File: src/rtl/slice_mem_arbiter_if.sv
// Requester-side bus of the slice state memory arbiter: per-requester requests,
// strobes and flattened address/data in, one-hot grant and read return out.
interface slice_mem_arbiter_if #(
    parameter int unsigned NUM_REQ = 6,
    parameter int unsigned ADDR_W  = 6,
    parameter int unsigned DATA_W  = 25
);
    logic [NUM_REQ-1:0]        req;
    logic [NUM_REQ-1:0]        last;
    logic [NUM_REQ-1:0]        re;
    logic [NUM_REQ-1:0]        we;
    logic [NUM_REQ*ADDR_W-1:0] addr;
    logic [NUM_REQ*DATA_W-1:0] wdata;
    logic [NUM_REQ-1:0]        grant;
    logic                      busy;
    logic [NUM_REQ-1:0]        rd_valid;
    logic [DATA_W-1:0]         rd_data;
    logic                      err;

    modport master (
        output req, last, re, we, addr, wdata,
        input  grant, busy, rd_valid, rd_data, err
    );

    modport slave (
        input  req, last, re, we, addr, wdata,
        output grant, busy, rd_valid, rd_data, err
    );
endinterface

File: src/rtl/slice_mem_arbiter.sv
// Round-robin, burst-locked arbiter sharing the single-port slice memory between host and stage engines.
// Optional watchdog on burst length is built when ARB_WATCHDOG_EN is defined.
module slice_mem_arbiter #(
    parameter int unsigned NUM_REQ = 6,
    parameter int unsigned ADDR_W  = 6,
    parameter int unsigned DATA_W  = 25
`ifdef ARB_WATCHDOG_EN
    ,
    parameter int unsigned MAX_BURST = 128
`endif
) (
    input  logic                      clk,
    input  logic                      rst,
    slice_mem_arbiter_if.slave        bus,
    output logic [ADDR_W-1:0]         mem_addr,
    output logic [DATA_W-1:0]         mem_wdata,
    output logic                      mem_re,
    output logic                      mem_we,
    input  logic [DATA_W-1:0]         mem_rdata
);
    localparam int unsigned PTR_W = (NUM_REQ > 1) ? $clog2(NUM_REQ) : 1;

    typedef enum logic [0:0] {
        IDLE = 1'b0,
        BUSY = 1'b1
    } state_t;

    state_t             state;
    state_t             state_next;
    logic [NUM_REQ-1:0] grant_q;
    logic [NUM_REQ-1:0] grant_next;
    logic [PTR_W-1:0]   ptr_q;
    logic [PTR_W-1:0]   ptr_next;
    logic [NUM_REQ-1:0] rd_valid_q;
    logic [NUM_REQ-1:0] rd_valid_next;
    logic [PTR_W-1:0]   owner;
    logic [PTR_W-1:0]   after_owner;
    logic [NUM_REQ-1:0] cand;
    logic               own_req;
    logic               own_last;
    logic               own_re_raw;
    logic               own_we;
    logic               own_re;
    logic               natural_rel;
    logic               expire;
    logic               release_c;

    // First set bit of mask at or after start, wrapping; one-hot result.
    function automatic logic [NUM_REQ-1:0] pick(input logic [NUM_REQ-1:0] mask,
                                                input logic [PTR_W-1:0]   start);
        logic [NUM_REQ-1:0] hit;
        logic               found;
        int unsigned        idx;
        hit   = '0;
        found = 1'b0;
        for (int unsigned k = 0; k < NUM_REQ; k++) begin
            idx = (32'(start) + k) % NUM_REQ;
            if (!found && mask[PTR_W'(idx)]) begin
                hit[PTR_W'(idx)] = 1'b1;
                found            = 1'b1;
            end
        end
        return hit;
    endfunction

    always_comb begin
        owner = '0;
        for (int unsigned i = 0; i < NUM_REQ; i++) begin
            if (grant_q[i]) owner = PTR_W'(i);
        end
    end

    assign after_owner = (32'(owner) == NUM_REQ - 1) ? '0 : owner + PTR_W'(1);

    // Owner's view of the bus; all terms are zero while nobody holds the grant.
    assign own_req    = |(grant_q & bus.req);
    assign own_last   = |(grant_q & bus.last);
    assign own_re_raw = |(grant_q & bus.re);
    assign own_we     = |(grant_q & bus.we);
    assign own_re     = own_re_raw & ~own_we;

    assign mem_we = own_we;
    assign mem_re = own_re;

    always_comb begin
        mem_addr  = '0;
        mem_wdata = '0;
        for (int unsigned i = 0; i < NUM_REQ; i++) begin
            if (grant_q[i]) begin
                mem_addr  = bus.addr[i*ADDR_W +: ADDR_W];
                mem_wdata = bus.wdata[i*DATA_W +: DATA_W];
            end
        end
    end

    assign natural_rel = (state == BUSY) & ((own_last & (own_re_raw | own_we)) | ~own_req);
    assign release_c   = natural_rel | expire;
    // The releasing owner may still hold req this cycle; it must not win the handover.
    assign cand        = bus.req & ~grant_q;

    always_ff @(posedge clk) begin
        if (rst) state <= IDLE;
        else     state <= state_next;
    end

    always_comb begin
        state_next    = state;
        grant_next    = grant_q;
        ptr_next      = ptr_q;
        rd_valid_next = own_re ? grant_q : '0;
        case (state)
            IDLE: begin
                if (|bus.req) begin
                    grant_next = pick(bus.req, ptr_q);
                    state_next = BUSY;
                end
            end
            BUSY: begin
                if (release_c) begin
                    ptr_next = after_owner;
                    if (|cand) begin
                        grant_next = pick(cand, after_owner);
                    end else begin
                        grant_next = '0;
                        state_next = IDLE;
                    end
                end
            end
            default: begin
                grant_next = '0;
                state_next = IDLE;
            end
        endcase
    end

    always_ff @(posedge clk) begin
        if (rst) begin
            grant_q    <= '0;
            ptr_q      <= '0;
            rd_valid_q <= '0;
        end else begin
            grant_q    <= grant_next;
            ptr_q      <= ptr_next;
            rd_valid_q <= rd_valid_next;
        end
    end

`ifdef ARB_WATCHDOG_EN
    localparam int unsigned CNT_W = $clog2(MAX_BURST + 1);

    logic [CNT_W-1:0] burst_cnt;
    logic             err_q;

    // Forced release only when the owner did not end the burst itself this cycle.
    assign expire = (state == BUSY) && (burst_cnt == CNT_W'(MAX_BURST - 1)) && !natural_rel;

    always_ff @(posedge clk) begin
        if (rst) begin
            burst_cnt <= '0;
            err_q     <= 1'b0;
        end else begin
            err_q <= expire;
            if ((state != BUSY) || release_c) burst_cnt <= '0;
            else                              burst_cnt <= burst_cnt + CNT_W'(1);
        end
    end

    assign bus.err = err_q;
`else
    assign expire  = 1'b0;
    assign bus.err = 1'b0;
`endif

    assign bus.grant    = grant_q;
    assign bus.busy     = |grant_q;
    assign bus.rd_valid = rd_valid_q;
    assign bus.rd_data  = mem_rdata;
endmodule

File: src/flat_wrapper.sv
// flat-port wrapper written by rule: the top's interface ports become plain ports
module slice_mem_arbiter_flat 
#(
    parameter int unsigned NUM_REQ = 6,
    parameter int unsigned ADDR_W  = 6,
    parameter int unsigned DATA_W  = 25

)
  (clk, rst, mem_addr, mem_wdata, mem_re, mem_we, mem_rdata, bus_req, bus_last, bus_re, bus_we, bus_addr, bus_wdata, bus_grant, bus_busy, bus_rd_valid, bus_rd_data, bus_err);
  slice_mem_arbiter_if #(.NUM_REQ(NUM_REQ), .ADDR_W(ADDR_W), .DATA_W(DATA_W)) bus_i ();
  input  logic clk;
  input  logic rst;
  output logic [ADDR_W-1:0] mem_addr;
  output logic [DATA_W-1:0] mem_wdata;
  output logic mem_re;
  output logic mem_we;
  input  logic [DATA_W-1:0] mem_rdata;
  input wire logic [$bits(bus_i.req)-1:0] bus_req;
  input wire logic [$bits(bus_i.last)-1:0] bus_last;
  input wire logic [$bits(bus_i.re)-1:0] bus_re;
  input wire logic [$bits(bus_i.we)-1:0] bus_we;
  input wire logic [$bits(bus_i.addr)-1:0] bus_addr;
  input wire logic [$bits(bus_i.wdata)-1:0] bus_wdata;
  output wire logic [$bits(bus_i.grant)-1:0] bus_grant;
  output wire logic [$bits(bus_i.busy)-1:0] bus_busy;
  output wire logic [$bits(bus_i.rd_valid)-1:0] bus_rd_valid;
  output wire logic [$bits(bus_i.rd_data)-1:0] bus_rd_data;
  output wire logic [$bits(bus_i.err)-1:0] bus_err;
  assign bus_i.req = bus_req;
  assign bus_i.last = bus_last;
  assign bus_i.re = bus_re;
  assign bus_i.we = bus_we;
  assign bus_i.addr = bus_addr;
  assign bus_i.wdata = bus_wdata;
  assign bus_grant = bus_i.grant;
  assign bus_busy = bus_i.busy;
  assign bus_rd_valid = bus_i.rd_valid;
  assign bus_rd_data = bus_i.rd_data;
  assign bus_err = bus_i.err;
  slice_mem_arbiter #(.NUM_REQ(NUM_REQ), .ADDR_W(ADDR_W), .DATA_W(DATA_W)) u_core (.clk(clk), .rst(rst), .bus(bus_i), .mem_addr(mem_addr), .mem_wdata(mem_wdata), .mem_re(mem_re), .mem_we(mem_we), .mem_rdata(mem_rdata));
endmodule
File: config.mk
export PLATFORM = sky130hd
export DESIGN_NAME = slice_mem_arbiter_flat
export DESIGN_NICKNAME = d
export VERILOG_FILES = /design/src/rtl/slice_mem_arbiter_if.sv /design/src/rtl/slice_mem_arbiter.sv /design/src/flat_wrapper.sv
export SDC_FILE = /design/constraint.sdc
export NUM_CORES = 1
export LEC_CHECK = 0
export CAP_MARGIN = 0
export CORE_MARGIN = 5
export CORE_UTILIZATION = 30
export DETAILED_ROUTE_END_ITERATION = 16
export PLACE_DENSITY = 0.74
export SLEW_MARGIN = 10
export SYNTH_ARGS = -nofsm -noshare
export SYNTH_HDL_FRONTEND = slang
export SYNTH_SLANG_ARGS = --single-unit
File: constraint.sdc
create_clock -name clk -period 3.9 [get_ports clk]
set_input_delay 0.78 -clock clk [delete_from_list [all_inputs] [get_ports clk]]
set_output_delay 0.78 -clock clk [all_outputs]
set_load 0.01 [all_outputs]
# After elaboration in Yosys (flattened, before gate mapping)
# Cells that the tools add are included.
# classes
shift	0
eq_ne	3
n_mul	0
reduce_logical	42
mux	146
n_div	12
n_lt_le_gt_ge	24
addsub	11
n_bitwise	25
# ops
cell	n
remainder unit 32 x 3 -> 32 bit (second input constant)	10
2-to-1 mux 6 bit	46
2-to-1 mux 25 bit	6
remainder unit 3 x 3 -> 32 bit (second input constant)	2
2-to-1 mux 1 bit	63
bitwise OR 6 bit	10
< comparator 3 x 4 -> 1 bit (second input constant)	12
OR reduction 6 bit	7
binary-select mux 1 bit (select 3 bit)	12
demux 1 bit (select 3 bit)	12
>= comparator 3 x 1 -> 1 bit (second input constant)	12
bitwise AND 6 bit	5
logical AND 1 bit	22
adder 3 x 2 -> 4 bit (second input constant)	4
adder 3 x 3 -> 4 bit (second input constant)	4
2-to-1 mux 3 bit	5
case mux 6 bit (2 select lines)	1
zero test 1 bit	10
adder 3 x 1 -> 4 bit (second input constant)	2
inverter 6 bit	1
inverter 1 bit	4
AND reduction 2 bit	2
adder 3 x 1 -> 3 bit (second input constant)	1
bitwise AND 1 bit	3
6 further kinds	7
# totals
register_bits	16
output_inout_bits	72
memories	0
mem_bits_ro	0
mem_bits_rw	0
latch_bits	0
word_cells	267
inputBits	237

# Logic depth before layout (Yosys ltp)
# Gate-level depths: netlist of run 1.
# logic_depth
word_depth	44
depth_mapped	16

# Worst setup path after synthesis of run 1
# OpenSTA, ideal clock, no wires.
# synth_timing
path_kind	register to register
from	register u_core.ptr_q[0]
to	register u_core.grant_q[1], in the netlist u_core.bus.grant[1]
setup_ps	125
required_ps	3775
slack_ps	302
synth_period_minus_slack_ps	3598
path_stages_with_launch	17
arrival_ps	3473
path_cell_list	dfxtp_1 buf_2 clkbuf_1 inv_1 ha_1 xor2_2 inv_1 ha_1 nand2b_1 o211ai_1 nand3_1 a221oi_1 nor3_1 a211oi_1 nor3_1 o31ai_1 o21ai_1
# synth_via
elab_chain_cells	31
word_cells_on_any_way	101
# synth_lines
element	line	text
from (decl)	slice_mem_arbiter.sv:32	logic [PTR_W-1:0] ptr_q;
from (signal assigned)	slice_mem_arbiter.sv:143	ptr_q <= ptr_next;
branches (longest 28 deep; another with remainder unit 32 x 3 -> 32 bit)	n/a	
2-to-1 mux 6 bit *	slice_mem_arbiter.sv:58	if (!found && mask[PTR_W'(idx)]) begin
2-to-1 mux 6 bit *	slice_mem_arbiter.sv:113	if (|bus.req) begin
case mux 6 bit (2 select lines) *	slice_mem_arbiter.sv:111	case (state)
to (signal assigned)	slice_mem_arbiter.sv:142	grant_q <= grant_next;
to (decl)	slice_mem_arbiter.sv:30	logic [NUM_REQ-1:0] grant_q;
# Mark *: on every way between the ends. The select of a mux whose other input is x is not followed.
# A chain may end at the register's enable or synchronous reset.

# Worst setup path in the final report of run 1
# layout_timing
from	register u_core.grant_q[3], in the netlist u_core.bus.grant[3]
to	output port mem_wdata[21]
# layout_via
elab_chain_cells	3
# layout_lines
element	line	text
2-to-1 mux 25 bit (3 in series)	slice_mem_arbiter.sv:89	if (grant_q[i]) begin
to (decl)	flat_wrapper.sv:14	output logic [DATA_W-1:0] mem_wdata;
# Every way passes these cells.

==> metrics, run 1 <==
crit path launch type=register; WP buf/inv=2; DR vias=approximately 6500; R2R Path Start=u_core.ptr_q[0]; drt pass-1 iters=7; H-tree depth=1; Tightest Pin Transition=between 0.6 and 0.7 ns; CTS Buffer Depth=2; Reg2Reg Setup Slack=approximately 0.27 ns; xor-xnor portion of the synthesized cell area=under 10%; Clock Skews=0.00132 ns; drt total wl=~26000 um; CTS tree=done; crit-path leading delay family=buffers and inverters; met3 Track Usage GR=8.38%; WS Path Type=register to output port; adder-cell share of the synthesized area=5.69%; Nets=roughly 1200; Mapped Nets=~960; RSZ-0062 raised after global routing=false; post-DR wirelength/cell=roughly 23 um; Yosys top cell area share=8.21%; Final Wtd Congestion=slightly below 1; Setup TNS Final=0 ns; register area share after synthesis=under 10%; WP data arrival=2.97 ns; Seq cells post-synth=16; slowest cell on the critical path=clkdlybuf4s50_1; mux contribution to synthesized area=between 2 and 2.5%; final hold vios=0; # DRC=0; main combinational cell family by area after synthesis=compound AO/OA/AOI/OAI gates; most area-consuming cells after synthesis=nor2_1, a22oi_1, dfxtp_1; Die Y=approximately 130 um; DR vias/cell=slightly below 6; vias in the first global route=roughly 6000; dominant synthesized flop cell=dfxtp_1; Setup Viol. Count Final=0; layout cell share with drive strength beyond 1=roughly 9%; Die ar.=between 0.015 and 0.02 mm^2; slowest cell delay on critical path=0.66 ns; FF-to-FF End=u_core.bus.grant[0]; max-capacitance violation count=0; relative slew slack=a little over half; Hold WC Path Type=register to register; multi-input logic area=approximately 0.0037 mm^2; Crit path required time=approximately 3.1 ns; Reg clk slew, reported paths=around 0.050 ns; area leader, netlist=nor2_1; initial core utilization=30.3%; total track usage=between 20% and 30%; Yosys Warn Count=0; worst-path maximum fanout=18; VDD IR-drop max=roughly 430 uV; worst path cell trace=or2_2 -> nor3b_2 -> buf_4 -> a221oi_1 -> nor2_1 -> a21oi_1 -> o21ai_0 -> clkdlybuf4s50_1; Simple-Gate Fraction of Synth Area=28.6%; worst hold path depth=1; synth unique cells=86; Compound-Gate Fraction of Synth Area=between 40 and 50%; met2 Use GR=~44%; largest net degree at the start of global routing=between 70 and 80; Die W=between 100 and 150 um; Area Growth Syn to Fin=60.7%; post-cts hold buffer count=0; hold wc startpoint=u_core.bus.grant[1]; met1 usage=a little over a third; Mapped Cells=between 700 and 800; worst min-delay path endpoint=u_core.bus.rd_valid[1]; port bufs=257; number of synthesized flops with an enable pin=0; f_max=267 MHz; Clock Sinks=16; IO Count=309; Pins Over Slew Limit=0; fillers=around 1500; CTS Root Cell=clkbuf_16; Leak=around 0.0027 uW; final worst-path cycle share=a little over nine tenths; reg2reg path depth=13; fin crit period=approximately 3.7 ns; GR Overflow Total=0; most crowded layer after global routing=met2; syn avg cell area=about 6.5 um^2; Util after Layout=about half; Iter 0 DRT Violations=771; Pwr Density=778 mW/mm^2; Post-Syn Area=between 0.004 and 0.005 mm^2; Worst setup EP type=output port; FF+latch area=around 330 um^2; core area=between 0.015 and 0.02 mm^2; Skew-Pair Late Insertion Delay=about 0.25 ns; CP startpoint=u_core.bus.grant[3]; TritonCTS buffer count=3; row cnt=45; initial antenna violation count=1; status=finished clean; Final ANT Viol Nets=0; first-pass GRT wire length=about 37000 um; FFs w/ async S/R, synth=0%; post-DP HPWL=20900 um
cell usage after synthesis (4+ instances only):
library cell and count:
dfxtp_1 16, nor4_1 7, mux2i_1 8, a22oi_1 44
nor2_1 100, buf_1 9, nand2b_1 11, nand2_1 57
xnor2_1 7, nand4_1 7, o31ai_1 7, clkbuf_1 31
inv_2 4, buf_2 6, a21oi_1 56, a221oi_1 35
nand3_1 24, buf_6 4, a211o_1 4, ha_1 20
nor2b_1 14, nor3_1 17, buf_4 31, and2_1 15
o211ai_1 4, a31oi_1 8, o21ai_0 44, inv_1 16
a21o_1 5
state kept, by name, indices dropped and copies added, names as in the netlist:
register and flops:
u_core.bus.rd_valid 6, u_core.bus.grant 6, u_core.ptr_q 3, u_core.state 1
where the power goes:
part,switching [uW],internal [uW]
Combinational,3000,2210
Clock,73.4,156
Sequential,71.2,207
kinds of logic after synthesis:
family          count (synthesis)
simple gates                  276
compound gates                266
buf+inv                       102
fa+ha+maj                      21
flops                          16
mux                            11
xor+xnor                        9
other cells                     1
per-stage QoR:
| step | worst slack, ns | cells | hold slack (ns) | cell area, um^2 | total power, uW |
|---|---|---|---|---|---|
| after global placement | 0.278 | 1108 | 0.537 | 7260 | 5370 |
| after CTS | 0.161 | 1112 | 0.564 | 7350 | 5600 |
| after global routing | 0.0000495 | 1113 | 0.591 | 7350 | 6100 |
| after floorplan | 0.302 | 702 | 0.668 | 4570 | 3340 |
| final | 0.152 | 1113 | 0.555 | 7350 | 5720 |
| after detailed placement | 0.309 | 1108 | 0.550 | 7260 | 5340 |
worst max path at each step:
stage / endpoint / slack (ns) / depth (start not counted)
after floorplan: u_core.bus.grant[1] / 0.30 / 16
after global placement: mem_wdata[7] / 0.28 / 8
after detailed placement: mem_wdata[7] / 0.31 / 8
after CTS: mem_wdata[7] / 0.16 / 8
after global routing: mem_wdata[21] / 0.00005 / 8
final: mem_wdata[21] / 0.15 / 8
final cells by class:
class / count / area share (%)
sequential: 16 / 4.43
multi-input combinational: 584 / 50.7
tap: 188 / 3.20
clock buffer: 4 / 1.21
inverter: 20 / 1.02
timing repair buffer: 300 / 39.4
antenna: 1 / 0.0340
worst reg2reg max path, stage by stage (launching register included):
cell	delay, ns
dfxtp_1	0.45
inv_1	0.20
ha_1	0.28
xor2_2	0.29
inv_1	0.16
ha_1	0.31
nand2b_1	0.16
o211ai_1	0.16
nand3_1	0.15
a221o_1	0.39
a41oi_1	0.21
nor3_1	0.10
o311ai_0	0.49
a31oi_1	0.14
routing by layer:
metal / wire (um) / vias to the layer above / part of all wire [%]
met5: 0 / - / 0
met4: 265 / 0 / 1.0
met3: 3130 / 36 / 12
met2: 11900 / 426 / 46
met1: 10300 / 3016 / 40
li1: - / 3057 / -
cell usage in the layout, fill, tap and decap left out, types with 4 or more instances in the layout:
cell type        Yosys  layout
nand4_1              7       7
nor2b_1             14      13
dfxtp_2              0       4
ha_1                20      20
nor3_1              17      17
a21o_1               5       5
a221oi_1            35      35
xnor2_1              7       7
nand2b_1            11      11
nor4_1               7       7
buf_4               31      43
inv_1               16      16
and2_1              15      15
o31ai_1              7       7
o21ai_1              3       6
nor2_1             100     100
a211o_1              4       4
dfxtp_1             16      12
clkdlybuf4s50_1      0     257
o21ai_0             44      41
a21oi_1             56      56
a22oi_1             44      44
nand2_1             57      57
mux2i_1              8       8
o211ai_1             4       4
inv_2                4       4
nand3_1             24      24
a31oi_1              8       8
repair_timing:
action,CTS,global route
setup buffers,0,0
gates resized for setup,0,3
setup endpoints to repair,0,3
No activity file was read; power rests on OpenSTA's default activity.
==> run 2, diff against run 1 <==
Settings changed: PLACE_DENSITY 0.74 to 0.76.
Clock period 3.9 ns to 3.4 ns, I/O delays scaled along.
==> metrics, run 2 (same netlist as run 1, synthesis figures left out) <==
largest net degree at the start of global routing=38 (-48%); first-pass GRT wire length=38500 um (+3.0%); CTS Buffer Depth=2 (unchanged); relative slew slack=54.6% (+0.86 points); drt pass-1 iters=7 (unchanged); TritonCTS buffer count=3 (unchanged); crit path to=mem_wdata[1]; Area Growth Syn to Fin=76.6%; WS Path Type=register to output port; Reg2Reg Setup Slack=0.16 ns (-0.11 ns); Pins Over Slew Limit=0 (unchanged); max layer used=met4; max-capacitance violation count=0 (unchanged); H-tree depth=1 (unchanged); port bufs=257 (unchanged); total track usage=27.6% (+0.97 points); final worst-path cycle share=98.3%; Final ANT Viol Nets=0 (unchanged); Clock Skews=0.0105 ns (+0.00916 ns); Leak=0.00315 uW (+15%); f_max=299 MHz; crit path launch type=register; initial core utilization=30.3% (unchanged); GR Overflow Total=0 (unchanged); most frequent cells in the layout=clkdlybuf4s50_1, buf_4, nor2_1; status=finished clean; Hold WC Path Type=register to register; post-DP HPWL=22000 um (+5.1%); Nets=1250 (+5.8%); VDD IR-drop max=491 uV (+15%); Die Y=133 um (unchanged); CTS Root Cell=clkbuf_16; WP data arrival=2.66 ns (-0.31 ns); CP startpoint=u_core.bus.grant[3]; final hold vios=0 (unchanged); Skew-Pair Late Insertion Delay=0.26 ns (about the same); fin crit period=between 3 and 4 ns; # DRC=0 (unchanged); row cnt=45 (unchanged); Setup TNS Final=0 ns (unchanged); wire length on met2=12400 um (+4.6%); fillers=1429 (-4.9%); Tightest Pin Transition=0.681 ns (-0.0129 ns); total power=7680 uW (+34%); Worst setup EP type=output port; most common cell after layout, fill and taps aside=clkdlybuf4s50_1; layout cell share with drive strength beyond 1=18.0% (+9.1 points); Reg clk slew, reported paths=0.06 ns (about the same); Setup Viol. Count Final=0 (unchanged); Iter 0 DRT Violations=677 (-12%); Die ar.=0.0178 mm^2 (unchanged); DR vias=6807 (+4.2%); Pwr Density=951 mW/mm^2 (+22%); Crit path required time=2.72 ns (-0.40 ns); CTS tree=done; reg2reg path depth=15 (+2); DR vias/cell=5.76 (-1.8%); Die W=133 um (unchanged); Clock Sinks=16 (unchanged); core area=0.0151 mm^2 (unchanged); post-DR wirelength/cell=22.6 um (-1.4%); met3 WL post-DR=2740 um (-12%); vias in the first global route=6261 (+5.2%); initial antenna violation count=1 (unchanged); drt total wl=26700 um (+4.6%); FF-to-FF End=u_core.bus.grant[1]; post-cts hold buffer count=0 (unchanged); met1 WL=11200 um (+8.7%); Final Wtd Congestion=1.04 (+4.9%); R2R Path Start=u_core.bus.grant[3]; IO Count=309 (unchanged); worst-path maximum fanout=7 (-11)
[run 2: metrics by stage]
stage          setup WS [ns]  util [%]  instances  hold WS [ns]  instance area, um^2
6_report              0.0571      53.5       1181         0.725                 8080
5_1_grt              -0.0126      53.5       1181         0.755                 8080
4_1_cts              0.00371      52.2       1176         0.725                 7870
3_5_place_dp         -0.0912      51.5       1172         0.707                 7760
3_3_place_gp          0.0117      51.5       1172         0.711                 7760
2_1_floorplan         0.0371         -        702         0.668                 4590
[run 2: where the power goes]
part           switching (uW)  internal (uW)  total, uW
clock network            86.7            179        266
registers                65.4            239        305
logic                    3830           3280       7110
[run 2: timing repair]
item | CTS | global route
pin swaps | 0 | 4
gates cloned | 0 | 1
endpoints found under the setup margin | 10 | 19
gates resized for setup | 7 | 42
buffers inserted | 0 | 3
[run 2: how the worst min path moves through the flow]
stage / start / end / slack (ns) / depth (start not counted)
floorplan: u_core.state / u_core.bus.grant[3] / 0.67 / 4
global placement: u_core.bus.grant[2] / u_core.bus.grant[2] / 0.71 / 3
detailed placement: u_core.bus.grant[2] / u_core.bus.grant[2] / 0.71 / 3
CTS: u_core.bus.grant[2] / u_core.bus.grant[2] / 0.72 / 3
global route: u_core.bus.grant[0] / u_core.bus.rd_valid[0] / 0.76 / 2
finish: u_core.bus.grant[1] / u_core.bus.rd_valid[1] / 0.73 / 2
[run 2: area by class of cell]
class,instances,area [um^2],area share [%]
Tap cell,188,235,2.91
Sequential cell,16,328,4.06
Timing Repair Buffer,368,3430,42.5
Antenna cell,1,2.50,0.0310
Clock buffer,4,88.8,1.10
Multi-Input combinational cell,584,3910,48.4
Inverter,20,75.1,0.930
[run 2: critical path, stage by stage (launching register included)]
cell and delay [ns]:
dfxtp_2 0.36, or2_4 0.27, nor3b_4 0.25, buf_6 0.17, buf_4 0.13, a221oi_1 0.06
nor2_1 0.19, a21oi_1 0.06, o21ai_0 0.30, clkdlybuf4s50_1 0.61
[run 2: per-layer routing]
metal	track usage, %	vias to the layer above
li1	-	3194
met1	38.0	3205
met2	45.2	371
met3	6.50	37
met4	3.20	0
met5	0	-
